### config.mk
export PLATFORM = sky130hd
export DESIGN_NAME = muldiv_sched
export DESIGN_NICKNAME = d
export VERILOG_FILES = /design/src/rtl/muldiv_sched.sv
export SDC_FILE = /design/constraint.sdc
export NUM_CORES = 1
export LEC_CHECK = 0
export CAP_MARGIN = 40
export CORE_MARGIN = 3
export CORE_UTILIZATION = 25
export DETAILED_ROUTE_END_ITERATION = 7
export PLACE_DENSITY_LB_ADDON = 0.3
export SETUP_SLACK_MARGIN = 0.2
export SLEW_MARGIN = 40
export SYNTH_ARGS = -nofsm -noshare
export SYNTH_HDL_FRONTEND = slang
export SYNTH_SLANG_ARGS = --single-unit
export TNS_END_PERCENT = 50
### constraint.sdc
create_clock -name clk -period 2.25 [get_ports clk]
set_input_delay 0.225 -clock clk [delete_from_list [all_inputs] [get_ports clk]]
set_output_delay 0.225 -clock clk [all_outputs]
set_load 0.05 [all_outputs]
### src/rtl/muldiv_sched.sv
// Execute-stage scheduler for the shared mul/div unit of the dual-issue pipe.
// Grants master then slave, counts latency, strobes HI/LO capture per slot.
module muldiv_sched #(
  parameter int MUL_CYCLES = 2,
  parameter int DIV_CYCLES = 33
) (
  input  logic clk,
  input  logic resetn,
  input  logic req1_i,
  input  logic req2_i,
  input  logic div1_i,
  input  logic div2_i,
  input  logic sign1_i,
  input  logic sign2_i,
  input  logic pipe_stall_i,
  input  logic flush_i,
  output logic alu_stallE,
  output logic start_o,
  output logic sel_o,
  output logic div_o,
  output logic sign_o,
  output logic abort_o,
  output logic cap1_o,
  output logic cap2_o
);

  localparam int CW = (DIV_CYCLES > 1) ? $clog2(DIV_CYCLES) : 1;
  localparam logic [CW-1:0] MUL_LD = CW'(MUL_CYCLES - 1);
  localparam logic [CW-1:0] DIV_LD = CW'(DIV_CYCLES - 1);

  typedef enum logic {IDLE, RUN} state_t;

  state_t        state_q, state_d;
  logic [CW-1:0] cnt_q, cnt_d;
  logic          sel_q, sel_d;
  logic          done1_q, done1_d;
  logic          done2_q, done2_d;
  logic          pend1, pend2;
  logic          live;
  logic          clr;

  always_ff @(posedge clk or negedge resetn) begin
    if (!resetn) begin
      state_q <= IDLE;
      cnt_q   <= '0;
      sel_q   <= 1'b0;
      done1_q <= 1'b0;
      done2_q <= 1'b0;
    end else begin
      state_q <= state_d;
      cnt_q   <= cnt_d;
      sel_q   <= sel_d;
      done1_q <= done1_d;
      done2_q <= done2_d;
    end
  end

  // resetn gates the stall so a held request is not seen during reset
  always_comb begin
    pend1      = req1_i & ~done1_q;
    pend2      = req2_i & ~done2_q;
    live       = resetn & ~flush_i;
    alu_stallE = live & (pend1 | pend2);
    state_d    = state_q;
    cnt_d      = cnt_q;
    sel_d      = sel_q;
    start_o    = 1'b0;
    sel_o      = 1'b0;
    div_o      = 1'b0;
    sign_o     = 1'b0;
    abort_o    = 1'b0;
    cap1_o     = 1'b0;
    cap2_o     = 1'b0;
    unique case (state_q)
      IDLE: begin
        if (live & (pend1 | pend2)) begin
          start_o = 1'b1;
          sel_o   = ~pend1;
          div_o   = pend1 ? div1_i : div2_i;
          sign_o  = pend1 ? sign1_i : sign2_i;
          cnt_d   = div_o ? DIV_LD : MUL_LD;
          sel_d   = sel_o;
          state_d = RUN;
        end
      end
      RUN: begin
        sel_o = sel_q;
        if (flush_i) begin
          abort_o = 1'b1;
          state_d = IDLE;
        end else if (cnt_q == '0) begin
          cap1_o  = ~sel_q;
          cap2_o  = sel_q;
          state_d = IDLE;
        end else begin
          cnt_d = cnt_q - CW'(1);
        end
      end
    endcase
  end

  // done flags survive a foreign stall so a finished slot is not relaunched
  always_comb begin
    clr     = flush_i | (~alu_stallE & ~pipe_stall_i);
    done1_d = clr ? 1'b0 : (done1_q | cap1_o);
    done2_d = clr ? 1'b0 : (done2_q | cap2_o);
  end

endmodule
==> impl_metrics.py, run 1 <==
metrics = {
    "layout": {
        "area_growth_syn_to_layout_pct": 51.3,
        "drive_above_1_share": 0.271,
        "fill_cells": 268,
        "nNetsFinal": 110,
        "stdcell_area_um2": 1010,
        "n_antenna_cell": 0,
    },
    "synthesis": {
        "synth_common_cells": "dfrtp_1, inv_1, nor2_1",
        "syn_area_per_cell_um2": 9.31,
        "yosys_warnings": 0,
        "ys_ff_latch": 10,
        "synth_area_leaders": "dfrtp_1, mux2i_1, ha_1",
        "yosys_most_used_dff": "dfrtp_1",
        "yosysTopAreaCellShare": 0.373,
        "synth_nets": 84,
        "async_reset_ff_frac": 1.00,
        "synth_cells": 72,
        "synth-seq-area-share": 0.373,
        "yosysMostFrequentCell": "dfrtp_1",
        "syn-cell-area_um2": 671,
        "yosys.area.top_type": "dfrtp_1",
        "ys_types": 33,
        "synth_edf_count": 0,
    },
    "min_path": {
        "hold_class": "input port to async pin",
    },
    "sta": {
        "fmax_mhz": 511,
        "slew_headroom": 0.764,
        "maxSlewViolCount": 0,
        "min_period_ns": 1.96,
        "setup_viol": 0,
        "fin_ws_ns": 0.293,
        "fin_crit_sh": 0.870,
        "worst_pin_slew_ns": 0.349,
        "hold_viol_final": 0,
        "rsz0062_at_grt": "no",
        "skew_ns": 0.000693,
        "hold_ws_ns": 0.331,
    },
    "clock_network": {
        "cts.sinks": 10,
        "cts_max_level": 1,
        "cts_buffers": 3,
        "cts_tree": "built",
        "cts.clk_slew.worst_paths_ns": 0.06,
        "cts_hold_buf": 0,
        "clockRootBuffer": "clkbuf_4",
        "clk_latency_ns": 0.26,
        "clock_path_buffers": 2,
    },
    "place": {
        "place_ws_ns": 0.254,
        "hpwl_mm": 1.27,
        "place_congestion": 0.859,
        "place_area_um2": 978,
        "portBuffers": 17,
    },
    "global_route": {
        "grt_overflow_total": 0,
        "grt_pass1_wl_mm": 2.87,
        "grt_pass1_vias": 641,
        "track_usage": 0.111,
        "antenna_found_initial": 0,
        "grt_max_degree": 12,
    },
    "power_and_ir_drop": {
        "total_power_mw": 0.898,
        "peakVddDrop_mv": 0.416,
        "power_density_nw_per_um2": 885,
        "cellLeakagePower_nw": 0.450,
    },
    "detailed_routing": {
        "routedWlPerCell_um": 12.2,
        "drt-initial-drc-count": 9,
        "dr.pass1.iters": 4,
        "postRouteAntennaNets": 0,
        "vias": 615,
        "vias_per_cell": 4.88,
        "drt-total-wl_mm": 1.54,
        "drc": 0,
    },
    "worst_setup_path": {
        "r2r_cells": 4,
        "end_kind": "output pin",
        "crit_fanout": 5,
        "critPathTopFamily": "simple AND/OR/NAND/NOR gates",
        "required_ns": 2.03,
        "startpoint_type": "register",
        "cp.buffers_inverters": 3,
        "path_class": "register to output pin",
        "crit_path_top_delay_cell": "dfrtp_2",
        "arrival_ns": 1.73,
        "cp_cell_sequence": "inv_1 > ha_1 > nor2b_4 > nand2_1 > nor3_1 > buf_4 > buf_12",
        "r2r_setup_slack_ns": 0.54,
        "slowest_delay_ns": 0.43,
        "cp_num_cells": 7,
    },
    "floorplanning": {
        "fp.dieArea_um2": 3340,
        "fp-row-count": 18,
        "core_um2": 2520,
        "start_util": 0.266,
        "die_w_um": 57.8,
        "io_pins": 18,
        "die_h_um": 57.8,
    },
    "run_status": {
        "outcome": "completed",
    },
    "job": {
        "cap_violations": 0,
    },
}
kinds of logic after synthesis:
kind of cell / Yosys count / share of synthesized area
buf+inv: 8 / 0.0466
simple gates: 29 / 0.261
fa+ha+maj: 2 / 0.0373
xor+xnor: 1 / 0.0131
mux: 5 / 0.0765
compound gates: 17 / 0.192
flops: 10 / 0.373
path summary, 6_finish.rpt:
check                         start       end
hold / removal               resetn  cnt_q[4]
setup / recovery           cnt_q[0]    cap2_o
setup reg to reg           cnt_q[0]  cnt_q[5]
hold reg to reg             done2_q   done2_q
max in group asynchronous    resetn  cnt_q[0]
min in group clk            done2_q   done2_q
state kept, by name, summed over array words and instances (netlist names):
signal and flops:
sel_q 1, done2_q 1, state_q 1, cnt_q 6
done1_q 1
report_power, final:
part,total [mW],internal (mW),switching [mW]
Clock,0.116,0.0615,0.0548
Sequential,0.317,0.234,0.0822
Combinational,0.466,0.229,0.237
per-layer routing:
| metal | track usage | share of wire | up-vias | wire length, µm |
|---|---|---|---|---|
| met4 | 0.0397 | 0.0052 | 0 | 8 |
| met5 | 0 | 0 | - | 0 |
| met2 | 0.174 | 0.48 | 17 | 740 |
| met3 | 0.0290 | 0.060 | 2 | 92 |
| li1 | - | - | 306 | - |
| met1 | 0.148 | 0.45 | 290 | 699 |
layout by cell type (no fill, tap or decap), types with 3 or more instances in the layout:
cell type	netlist	routed
clkdlybuf4s50_1	0	9
dfrtp_1	10	9
inv_1	6	6
o21ai_0	4	4
mux2i_1	4	4
and2_1	3	3
nor2b_1	4	3
nand3_1	4	4
buf_4	0	6
clkbuf_4	0	3
nor2_1	5	5
buf_12	0	7
layout make-up:
type | instances | area, µm² | share of cell area
Timing Repair Buffer | 22 | 275 | 0.271
Tap cell | 30 | 37.5 | 0.0370
Clock buffer | 3 | 22.5 | 0.0222
Sequential cell | 10 | 251 | 0.248
Multi-Input combinational cell | 54 | 402 | 0.396
Inverter | 7 | 26.3 | 0.0259
through the flow:
stage,setup TNS [ns],instances,util
floorplan,-0.207,72,-
global route,0,126,0.402
CTS,0,126,0.398
global placement,0,123,0.388
finish,0,126,0.402
detailed placement,0,123,0.388
repair_timing:
item | CTS | global route
buffers inserted | 0 | 0
endpoints found under the hold margin | 0 | 0
setup endpoints to repair | 1 | 2
resized for setup | 1 | 3
No activity file was read; power rests on OpenSTA's default activity.
==> inputs of run 2 (changes only) <==
- CORE_UTILIZATION: 25 -> 46
==> run 2 against run 1 <==
Net effect: clock skew increased by 0.0076 ns; final cell count fell by 11%; routed wire length grew 11%; critical path type unchanged.
==> impl_metrics.py, run 2 (same netlist as run 1, synthesis figures left out) <==
metrics = {
    "sta": {
        "fin_crit_sh": 0.867,
        "fmax_mhz": 512,
        "setup_viol": 0,
        "min_period_ns": 1.95,
        "rsz0062_at_grt": "no",
        "slew_headroom": 0.701,
        "skew_ns": 0.00828,
        "hold_ws_ns": 0.265,
        "fin_ws_ns": 0.298,
        "worst_pin_slew_ns": 0.442,
        "maxSlewViolCount": 0,
        "hold_viol_final": 0,
    },
    "global_route": {
        "grt_pass1_wl_mm": 2.65,
        "grtUsageMet2": 0.302,
        "met1_usage": 0.222,
        "grt_max_degree": 12,
        "antenna_found_initial": 0,
        "grt_overflow_total": 0,
        "grt_pass1_vias": 610,
        "grt_use_met3": 0.0569,
        "busiest_layer": "met2",
        "track_usage": 0.188,
    },
    "clock_network": {
        "cts.clk_slew.worst_paths_ns": 0.08,
        "cts.sinks": 10,
        "cts_max_level": 1,
        "cts_tree": "built",
        "clk_latency_ns": 0.28,
        "clockRootBuffer": "clkbuf_4",
        "clock_path_buffers": 2,
        "cts_buffers": 3,
        "cts_hold_buf": 0,
    },
    "layout": {
        "largest_register_ffs": 6,
        "fill_cells": 91,
        "nNetsFinal": 110,
        "finalNonFillerCells": 112,
        "drive_above_1_share": 0.309,
        "regMostFlops": "cnt_q",
        "n_antenna_cell": 0,
        "area_growth_syn_to_layout_pct": 53.9,
        "final_cell_mix": "dfrtp_1, clkdlybuf4s50_1, buf_12, inv_1, buf_4",
        "stdcell_area_um2": 1030,
    },
    "detailed_routing": {
        "drt-total-wl_mm": 1.71,
        "postRouteAntennaNets": 0,
        "routedWlPerCell_um": 15.3,
        "drc": 0,
        "vias_per_cell": 5.79,
        "dr.pass1.iters": 4,
        "drt-initial-drc-count": 23,
        "vias": 649,
    },
    "worst_setup_path": {
        "path_class": "register to output pin",
        "crit_path_top_delay_cell": "dfrtp_2",
        "startpoint_type": "register",
        "end_kind": "output pin",
        "cp_cell_sequence": "inv_1 > ha_2 > nor2b_4 > nand2_2 > nor3_4 > buf_12",
        "required_ns": 2.03,
        "arrival_ns": 1.73,
        "cp.buffers_inverters": 2,
        "crit_fanout": 5,
        "slowest_delay_ns": 0.44,
        "critPathTopFamily": "simple AND/OR/NAND/NOR gates",
    },
    "floorplanning": {
        "die_h_um": 44.2,
        "fp-row-count": 13,
        "io_pins": 18,
        "die_w_um": 44.2,
        "core_um2": 1330,
        "fp.dieArea_um2": 1950,
        "start_util": 0.503,
    },
    "power_and_ir_drop": {
        "switching_share": 0.433,
        "cellLeakagePower_nw": 0.467,
        "p_int_mw": 0.579,
        "power_density_nw_per_um2": 990,
        "peakVddDrop_mv": 0.535,
        "p_clk_frac": 0.167,
        "power.switching_mw": 0.442,
        "pwr-share-comb": 0.517,
        "seqPwrFrac": 0.316,
    },
    "job": {
        "cap_violations": 0,
    },
    "place": {
        "hpwl_mm": 1.20,
        "place_congestion": 0.837,
        "place_area_um2": 945,
        "portBuffers": 17,
        "place_ws_ns": 0.307,
        "placed_cells": 106,
    },
    "run_status": {
        "outcome": "completed",
    },
    "min_path": {
        "hold_class": "input port to async pin",
    },
}
run 2: changes by cell type in the layout (fill, tap and decap cells not counted):
cell | before | now
nor3_4 | 0 | 2
clkbuf_8 | 0 | 1
ha_2 | 0 | 1
nand2_2 | 0 | 1
nor3_1 | 2 | 1
nor3_2 | 2 | 1
nand2_1 | 2 | 1
ha_1 | 2 | 1
run 2: final timing paths:
check	start	endpoint	slack [ns]	cells after the start
max	cnt_q[0]	cap1_o	0.30	6
min	resetn	cnt_q[1]	0.27	2
max reg2reg	cnt_q[0]	cnt_q[5]	0.49	4
min reg2reg	done2_q	done2_q	0.51	1
max in group asynchronous	resetn	cnt_q[0]	1.82	2
min in group clk	done2_q	done2_q	0.51	1
run 2: routing by layer:
metal / wire length, µm / vias up
li1: - / 308
met1: 721 / 301
met2: 804 / 32
met3: 131 / 8
met4: 53 / 0
met5: 0 / -
run 2: through the flow:
stage / power (mW) / util / setup TNS, ns
floorplan: 0.613 / - / -0.207
global placement: 0.743 / 0.708 / 0
detailed placement: 0.759 / 0.708 / 0
CTS: 0.959 / 0.754 / 0
global route: 1.07 / 0.774 / 0
finish: 1.02 / 0.774 / 0
run 2: repair_timing:
action                                  in CTS  in global routing
buffers inserted                             0                  2
endpoints found under the setup margin       2                  2
gates resized for setup                      5                  4
pin swaps                                    0                  1
run 2: worst register-to-register path, cell delays in order, from the launching register on:
cell	delay, ns
dfrtp_2	0.44
or3_4	0.39
nor4_2	0.17
mux2_1	0.35
a221o_1	0.30
run 2: area by class of cell:
class / instances / area (µm²) / share of cell area
clock buffers: 4 / 36.3 / 0.0352
inverters: 7 / 26.3 / 0.0255
multi-input cells: 54 / 424 / 0.411
flip-flops and latches: 10 / 251 / 0.244
well taps: 15 / 18.8 / 0.0182
repair buffers: 22 / 275 / 0.267
run 2: power by group through the flow:
stage	clock network [mW]	registers (mW)	logic, mW
global route	0.179	0.332	0.563
global placement	0	0.312	0.431
finish	0.171	0.323	0.528
floorplan	0	0.292	0.321
detailed placement	0	0.313	0.446
CTS	0.171	0.314	0.474
